--- config.mk ---
export PLATFORM = sky130hd
export DESIGN_NAME = mem_access_stage
export DESIGN_NICKNAME = d
export VERILOG_FILES = /design/src/rtl/mem_access_stage.sv
export SDC_FILE = /design/constraint.sdc
export NUM_CORES = 1
export LEC_CHECK = 0
export BUFFER_PORTS_ARGS = -buffer_cell sky130_fd_sc_hd__clkbuf_2
export CORE_AREA = 2 2 125 127
export CTS_CLUSTER_DIAMETER = 50
export DETAILED_ROUTE_END_ITERATION = 12
export DIE_AREA = 0 0 127 129
export GPL_ROUTABILITY_DRIVEN = 0
export PLACE_DENSITY = 0.74
export SLEW_MARGIN = 10
export SYNTH_ARGS = -nofsm -noshare
export SYNTH_HDL_FRONTEND = slang
export SYNTH_SLANG_ARGS = --single-unit
--- constraint.sdc ---
create_clock -name clock -period 1.8 [get_ports clock]
set_input_delay 0.36 -clock clock [delete_from_list [all_inputs] [get_ports clock]]
set_output_delay 0.36 -clock clock [all_outputs]
set_load 0.02 [all_outputs]
--- src/rtl/mem_access_stage.sv ---
// MEM stage of the 5-stage pipe: runs loads/stores over a req/ack port,
// stalls upstream until ack, and loads the MEM/WB register.
//
// Ports:
//   clock, reset_n          clock, async active-low reset
//   WBreg, Mreg             WB/M controls from EX/MEM
//   ALUreg, WriteDataOut    address / pass-through value, store data
//   RegRDreg                destination register
//   mem_req/we/addr/wdata   data memory request (held until ack)
//   mem_rdata, mem_ack      load data, one-cycle completion strobe
//   stall                   hold upstream this cycle (combinational)
//   mem_err                 one-cycle pulse on access timeout
//   WBout, ReadDataOut,
//   ALUOutWB, RegRDout      MEM/WB register
//
// Option: define MEM_TIMEOUT_EN to abort an access after TIMEOUT
// BUSY cycles without ack; otherwise BUSY waits forever, mem_err=0.

module mem_access_stage #(
    parameter int DATA_W  = 32,
    parameter int ADDR_W  = 32,
    parameter int TIMEOUT = 16
) (
    input  logic              clock,
    input  logic              reset_n,
    input  logic [1:0]        WBreg,
    input  logic [2:0]        Mreg,
    input  logic [DATA_W-1:0] ALUreg,
    input  logic [DATA_W-1:0] WriteDataOut,
    input  logic [4:0]        RegRDreg,
    output logic              mem_req,
    output logic              mem_we,
    output logic [ADDR_W-1:0] mem_addr,
    output logic [DATA_W-1:0] mem_wdata,
    input  logic [DATA_W-1:0] mem_rdata,
    input  logic              mem_ack,
    output logic              stall,
    output logic              mem_err,
    output logic [1:0]        WBout,
    output logic [DATA_W-1:0] ReadDataOut,
    output logic [DATA_W-1:0] ALUOutWB,
    output logic [4:0]        RegRDout
);

    localparam logic [0:0] IDLE = 1'b0;
    localparam logic [0:0] BUSY = 1'b1;

    logic [0:0] state;
    logic       access;
    logic       abort;
    logic       unused_ok;

    // Both MemRead and MemWrite set falls out as a store via Mreg[0].
    assign access    = Mreg[1] | Mreg[0];
    // Branch is resolved elsewhere.
    assign unused_ok = ^{Mreg[2], TIMEOUT[0]};

`ifdef MEM_TIMEOUT_EN
    localparam logic [7:0] TO_LAST = 8'(TIMEOUT - 1);

    logic [7:0] tcnt;

    assign abort = (state == BUSY) && !mem_ack && (tcnt == TO_LAST);

    always_ff @(posedge clock or negedge reset_n) begin
        if (!reset_n) begin
            tcnt    <= '0;
            mem_err <= 1'b0;
        end else begin
            mem_err <= abort;
            if (state == IDLE)
                tcnt <= '0;
            else if (!mem_ack)
                tcnt <= tcnt + 8'd1;
        end
    end
`else
    assign abort   = 1'b0;
    assign mem_err = 1'b0;
`endif

    always_comb begin
        stall = 1'b0;
        if (state == IDLE)
            stall = access;
        else
            stall = !(mem_ack || abort);
    end

    always_ff @(posedge clock or negedge reset_n) begin
        if (!reset_n) begin
            state       <= IDLE;
            mem_req     <= 1'b0;
            mem_we      <= 1'b0;
            mem_addr    <= '0;
            mem_wdata   <= '0;
            WBout       <= '0;
            ReadDataOut <= '0;
            ALUOutWB    <= '0;
            RegRDout    <= '0;
        end else begin
            unique case (state)
                IDLE: begin
                    if (access) begin
                        mem_req     <= 1'b1;
                        mem_we      <= Mreg[0];
                        mem_addr    <= ALUreg[ADDR_W-1:0];
                        mem_wdata   <= WriteDataOut;
                        state       <= BUSY;
                        WBout       <= '0;
                        ReadDataOut <= '0;
                        ALUOutWB    <= '0;
                        RegRDout    <= '0;
                    end else begin
                        WBout       <= WBreg;
                        ReadDataOut <= '0;
                        ALUOutWB    <= ALUreg;
                        RegRDout    <= RegRDreg;
                    end
                end
                BUSY: begin
                    if (mem_ack) begin
                        mem_req     <= 1'b0;
                        state       <= IDLE;
                        WBout       <= WBreg;
                        ReadDataOut <= mem_we ? '0 : mem_rdata;
                        ALUOutWB    <= ALUreg;
                        RegRDout    <= RegRDreg;
                    end else begin
                        if (abort) begin
                            mem_req <= 1'b0;
                            state   <= IDLE;
                        end
                        WBout       <= '0;
                        ReadDataOut <= '0;
                        ALUOutWB    <= '0;
                        RegRDout    <= '0;
                    end
                end
                default: state <= IDLE;
            endcase
        end
    end

endmodule
* Yosys cells after proc, flatten, opt, wreduce, memory -nomap -nowiden
Cells that the tools add are included.
Operators by class: eq/ne operators 2, multiplexer cells 19, bitwise operators 2, reduce and logical (&&, ||, !) cells 3
Operators by type and width (count):
- 2-to-1 mux 32 bit | 4
- case mux 32 bit (2 select lines) | 2
- 2-to-1 mux 5 bit | 2
- case mux 5 bit (2 select lines) | 1
- 2-to-1 mux 1 bit | 5
- 2-to-1 mux 2 bit | 2
- != test 2 bit, second input constant | 2
- case mux 1 bit (2 select lines) | 2
- case mux 2 bit (2 select lines) | 1
- AND reduction 2 bit | 2
- logical NOT 1 bit | 1
- inverter 1 bit | 1
- bitwise OR 1 bit | 1
Word-level totals: flip-flop bits (word level) 138, input bits 109, output and inout bits 139, logic and storage cells 35

* Depth between registers and ports, before layout
Gate-level depths: netlist of the first run.
depth after elaboration 3, gate-level depth with buffers 4, mapped depth without buffers 2

* Least setup slack after synthesis of the first run
No wires, ideal clock.
kind register to output, start register state, end output stall, arrival time 1.195 ns, required time 1.440 ns, setup slack 0.245 ns, cell stages (with the launch flop) 4, buffers on the path 1, cells stage by stage dfrtp_1 or3_4 buf_6 and2_1
Between the ends: longest elaborated chain between the ends 1
Ends and longest elaborated chain:
- start: declaration | RTL line 48 | logic [0:0] state;
- start signal: assignment | RTL line 92 | state <= IDLE;
- start signal: assignment | RTL line 109 | state <= BUSY;
- start signal: assignment | RTL line 124 | state <= IDLE;
- 2-to-1 mux 1 bit | RTL line 84 | if (state == IDLE)
- end: declaration | RTL line 37 | output logic stall,
No other way between the ends.

* Worst setup path after layout of the first run
Ends and elaborated chain as after synthesis.

==> metrics.yaml, run 1 <==
synth_edf_count: 0
place_area_um2: 6565
reg2reg_depth: 3
port_buffers: 245
min_period_ns: 1.773
p_leak_nw: 3.933
status: "completed"
first_global_vias: 3719
end_kind: "output port"
via_per_inst: 4.482
grt_max_degree: 44
crit_type: "reg -> out"
synthesis.area_um2: 5199
synth.top_cell.area_share_pct: 66.43
regToRegSetupSlack_ns: 0.30
num_rows: 45
slew_headroom_pct: 46.43
num-nets-final: 669
num-fill-cells: 1321
rsz0062_at_grt: "true"
synth.area.top_cells: "dfrtp_1 66%, mux2_4 17%, a21boi_1 5.6%"
synthArstFlopShare_pct: 100.0
num_vias: 3411
synth_most_common_cell: "dfrtp_1"
antenna_found_initial: 0
core_area_um2: 14980
die_area_um2: 16380
fin_crit_sh_pct: 98.50
drt-total-wl_um: 12160
design_area_um2: 7166
clock_path_buffers: 2
grt_use_total_pct: 15.35
cts_tree: "built"
ys_seq_area_share_pct: 66.43
hold_violations: 0
start_util_pct: 34.71
cp-endpoint: "stall"
die_w_um: 127
yosysTopAreaCell: "dfrtp_1"
hpwl_um: 8823
maxCapViolations: 0
crit_start: "state"
firstDrtPassIters: 4
yosys_register_bits: 138
clk_pin_slew_ns: 0.06
io-pin-count: 248
seq_area_um2: 3453
wl_per_cell_um: 15.98
synth_fp_nets: 413
max_freq_mhz: 564.0
drc: 0
ys.flop_type: "dfrtp_1"
synth_cell_types: 19
antenna_left: 0
synthesis.instances: 304
numCtsBuffers: 17
critPathLaunchType: "flop"
skew_ns: 0.006896
grt-ovfl-total: 0
power_density_nw_per_um2: 1277
synth_commonest_cells: "138 x dfrtp_1, 60 x mux2_4, 39 x a21boi_1, 33 x and2_1"
instances_no_fill: 761
setup_viol: 0
ir_drop_v: 0.0007789
htreeDepth: 4
cts_sinks: 138
syn_to_final_growth_pct: 37.83
critPathMaxFanout: 2
antennaDiodeCount: 0
yosysWarningCount: 0
worst_skew_pair.late_latency_ns: 0.40
final_max_slew_viol_count: 0
required_ns: 1.44
root_buffer: "clkbuf_16"
worstHoldPathType: "in -> reg"
r2r_start: "state"
arrival_ns: 1.41
post_route_cells_drive_above_1_share_pct: 61.61
drt_iter0_markers: 123
grt_pass1_wl_um: 19290
die_h_um: 129
power_w: 0.009153
multiInputGateArea_um2: 1525
place_inst: 727
syn_area_per_cell_um2: 17.10
tightest_slew_ns: 0.8035
r2r_end: "ReadDataOut[14]"
## power by group
group          internal, W  switching [W]  leakage (nW)
clock network      0.00206        0.00126         0.282
logic             0.000930        0.00112          1.92
registers          0.00354       0.000237          1.73
## state kept, by name (all words and copies together) (netlist names)
| name | count |
|---|---|
| ALUOutWB | 32 |
| ReadDataOut | 32 |
| mem_addr | 32 |
| mem_wdata | 32 |
| RegRDout | 5 |
| WBout | 2 |
| mem_req | 1 |
| mem_we | 1 |
| state | 1 |
## worst max-delay path, cell delays in order (launching register included)
cell,delay [ns]
dfrtp_1,0.38
or3_4,0.33
and2_4,0.17
buf_8,0.12
## routing by layer
layer / part of all wire, % / track usage [%] / vias up
li1: - / - / 1530
met1: 40 / 17.64 / 1718
met2: 51 / 26.31 / 156
met3: 7.5 / 6.570 / 7
met4: 0.95 / 4.460 / 0
met5: 0 / 0 / -
## metrics by stage
stage	TNS, ns	worst slack [ns]	utilization, %	hold slack (ns)
2_1_floorplan	0	0.2446	-	0.06441
3_3_place_gp	0	0.2458	43.83	0.2974
3_5_place_dp	0	0.2463	43.83	0.3002
4_1_cts	-0.01162	-0.01162	47.84	0.1302
5_1_grt	-0.03457	-0.03457	47.84	0.1285
6_report	0	0.02692	47.84	0.1573
## how the worst min path moves through the flow
| stage | start | endpoint | slack, ns | cells after the start |
|---|---|---|---|---|
| 5_1_grt | mem_rdata[22] | ReadDataOut[22] | 0.13 | 2 |
| 2_1_floorplan | reset_n | ALUOutWB[0] | 0.06 | 0 |
| 3_5_place_dp | reset_n | mem_wdata[19] | 0.30 | 1 |
| 6_report | mem_rdata[31] | ReadDataOut[31] | 0.16 | 2 |
| 3_3_place_gp | reset_n | mem_wdata[14] | 0.30 | 1 |
| 4_1_cts | mem_rdata[31] | ReadDataOut[31] | 0.13 | 2 |
## logic make-up after synthesis
kind of cell,count (synthesis),share of synthesized area [%]
muxes,64,18.19
buffers and inverters,20,4.284
and+or+nand+nor,39,4.765
DFF,138,66.43
other,1,0.07213
AOI/OAI and AO/OA,42,6.257
## final cells by class
class / count / area share [%]
sequential: 138 / 48.19
clock buffer: 19 / 6.181
inverter: 1 / 0.05238
timing repair buffer: 256 / 19.22
tap: 188 / 3.283
multi-input combinational: 146 / 21.29
clock inverter: 13 / 1.781
## timing repair
item                                   4_1_cts  5_1_grt
setup buffers                                1        0
pin swaps                                    1        0
hold buffers                                 1        0
endpoints found under the hold margin       36        0
cloned                                       0        0
setup endpoints to repair                    1        1
resized for setup                            3        1
## cell usage in the layout, fill, tap and decap left out, drive strengths merged, types with 2 or more instances in the layout
master / count
nand2b: 2
clkinv: 9
buf: 12
dfrtp: 138
and2: 33
mux2: 64
clkbuf: 262
bufinv: 2
a21boi: 39
clkinvlp: 2
Power figures use the tool's default switching activity.
==> run 2: changes to the inputs <==
--- a/config.mk
+++ b/config.mk
@@ -6,12 +6,14 @@
 export NUM_CORES = 1
 export LEC_CHECK = 0
 export BUFFER_PORTS_ARGS = -buffer_cell sky130_fd_sc_hd__clkbuf_2
-export CORE_AREA = 2 2 125 127
+export CELL_PAD_IN_SITES_DETAIL_PLACEMENT = 0
+export CELL_PAD_IN_SITES_GLOBAL_PLACEMENT = 2
+export CORE_AREA = 2 2 135 137
 export CTS_CLUSTER_DIAMETER = 50
 export DETAILED_ROUTE_END_ITERATION = 12
-export DIE_AREA = 0 0 127 129
+export DIE_AREA = 0 0 137 139
 export GPL_ROUTABILITY_DRIVEN = 0
-export PLACE_DENSITY = 0.74
+export PLACE_DENSITY = 0.9
 export SLEW_MARGIN = 10
 export SYNTH_ARGS = -nofsm -noshare
 export SYNTH_HDL_FRONTEND = slang
==> run 2 against run 1 <==
  * The flow now finishes with violations (setup timing)
  * Global-route usage down 1.6 points
  * Fmax down 2.0%
  * Register-to-register slack worse by 0.05 ns
  * Via count down 1.1%
  * Count of clock-buffer cells in the layout up 4
  * Core utilization down 7.0 points
  * Cell area up 0.63%
  * Sequential power about the same
  * Critical path type unchanged
  * Critical endpoint unchanged
  * Largest cell class unchanged
  * Largest power group unchanged
==> metrics.yaml, run 2 (same netlist as run 1, synthesis figures left out) <==
status: "complete, but fails checks"
rsz0062_at_grt: "true"
maxCapViolations: 0  # unchanged
grt_max_degree: 48  # +9.1%
hold_violations: 0  # unchanged
power_density_nw_per_um2: 1274  # -0.26%
worstHoldPathType: "in -> reg"
power_w: 0.009187  # +0.36%
crit_type: "reg -> out"
start_util_pct: 29.44  # -5.3 points
tightest_slew_ns: 0.8192  # +0.01569 ns
violations: "setup timing"
post_route_cells_drive_above_1_share_pct: 61.43  # -0.17 points
grt_use_total_pct: 13.79  # -1.6 points
layout.cells.most_common: "clkbuf_2"
antenna_left: 0  # unchanged
antenna_found_initial: 0  # unchanged
port_buffers: 245  # unchanged
core_area_um2: 17660  # +18%
place_inst: 768  # +5.6%
min_period_ns: 1.809  # +0.03573 ns
num-nets-final: 669  # unchanged
die_area_um2: 19040  # +16%
final_cell_mix: "243 x clkbuf_2, 138 x dfrtp_1, 60 x mux2_4"
root_buffer: "clkbuf_16"
worst_skew_pair.late_latency_ns: 0.41  # about the same
die_w_um: 137  # +7.9%
hpwl_um: 9281  # +5.2%
grt_pass1_wl_um: 19980  # +3.6%
critPathMaxFanout: 4  # +2
final_max_slew_viol_count: 0  # unchanged
skew_ns: 0.01087  # +0.003977 ns
ir_drop_v: 0.0005960  # -23%
io-pin-count: 248  # unchanged
htreeDepth: 4  # unchanged
grt-ovfl-total: 0  # unchanged
num-fill-cells: 1704  # +29%
finalSetupTns_ns: -0.008806  # -0.008806 ns
numCtsBuffers: 17  # unchanged
clk_pin_slew_ns: 0.06  # about the same
max_freq_mhz: 552.9  # -2.0%
via_per_inst: 4.206  # -6.2%
slew_headroom_pct: 45.39  # -1.0 points
critPathLaunchType: "flop"
setup_viol: 1  # +1
p_leak_nw: 3.921  # -0.30%
arrival_ns: 1.45  # +0.04 ns
drt_iter0_markers: 67  # -46%
drc: 0  # unchanged
required_ns: 1.44  # about the same
firstDrtPassIters: 4  # unchanged
setup_ws_ns: -0.008806  # -0.03573 ns
instances_no_fill: 802  # +5.4%
clock_path_buffers: 2  # unchanged
syn_to_final_growth_pct: 38.70
end_kind: "output port"
cts_tree: "built"
antennaDiodeCount: 0  # unchanged
num_rows: 49  # +8.9%
fin_crit_sh_pct: 100.5  # +2.0 points
num_vias: 3373  # -1.1%
wl_per_cell_um: 15.99  # about the same
first_global_vias: 3770  # +1.4%
drt-total-wl_um: 12820  # +5.4%
cts_sinks: 138  # unchanged
die_h_um: 139  # +7.8%
[run 2: cell count changes in the layout (fill, tap and decap cells not counted), sizes merged]
cell,previous run,this run
clkbuf,262,266
bufinv,2,1
clkinvlp,2,3
clkinv,9,4
inv,1,2
[run 2: layer usage]
metal	GRT usage (%)	wire length, um
met4	5.643	193
met3	4.605	974
met5	0	0
met2	23.51	6562
met1	15.73	5090
[run 2: metrics by stage]
stage               instance area, um2  worst slack [ns]  hold slack, ns  util, %
floorplan                         5199            0.2446         0.06441        -
global placement                  6604            0.2150          0.3126    37.40
detailed placement                6604            0.2056          0.3182    37.40
CTS                               7209          -0.05649          0.1273    40.83
global route                      7211          -0.07018          0.1388    40.84
finish                            7211         -0.008806          0.1518    40.84
[run 2: final timing paths]
path                          startpoint               to  slack [ns]  cells past startpoint
setup / recovery                   state            stall      -0.009                      3
min in group asynchronous        reset_n     mem_addr[23]        0.46                      2
setup reg to reg                   state  ReadDataOut[26]        0.25                      3
max in group asynchronous        reset_n          mem_req        0.74                      3
hold / removal             mem_rdata[16]  ReadDataOut[16]        0.15                      2
hold reg to reg             mem_addr[21]     mem_addr[21]        0.51                      1
[run 2: layout make-up]
cell class	instances	area, um2	share of cell area (%)
Sequential cell	138	3453	47.89
Clock buffer	23	488.0	6.767
Tap cell	229	286.5	3.974
Inverter	1	3.754	0.05206
Clock inverter	9	88.84	1.232
Timing Repair Buffer	256	1365	18.93
Multi-Input combinational cell	146	1525	21.15
[run 2: what timing repair did]
action | 4_1_cts | 5_1_grt
endpoints found under the hold margin | 39 | 0
buffers inserted | 1 | 0
hold buffers | 1 | 0
resized for setup | 3 | 1
pin swaps | 2 | 0
setup endpoints to repair | 1 | 1
[run 2: power by group]
part / leakage (nW) / internal [W] / switching (W) / total [W]
clock: 0.276 / 0.00205 / 0.00131 / 0.00336
sequential: 1.73 / 0.00354 / 0.000231 / 0.00377
combinational: 1.91 / 0.000925 / 0.00113 / 0.00205
[run 2: critical path: stages (launching register included)]
cell     delay, ns
dfrtp_1       0.41
or3_4         0.34
and2_4        0.16
buf_8         0.12
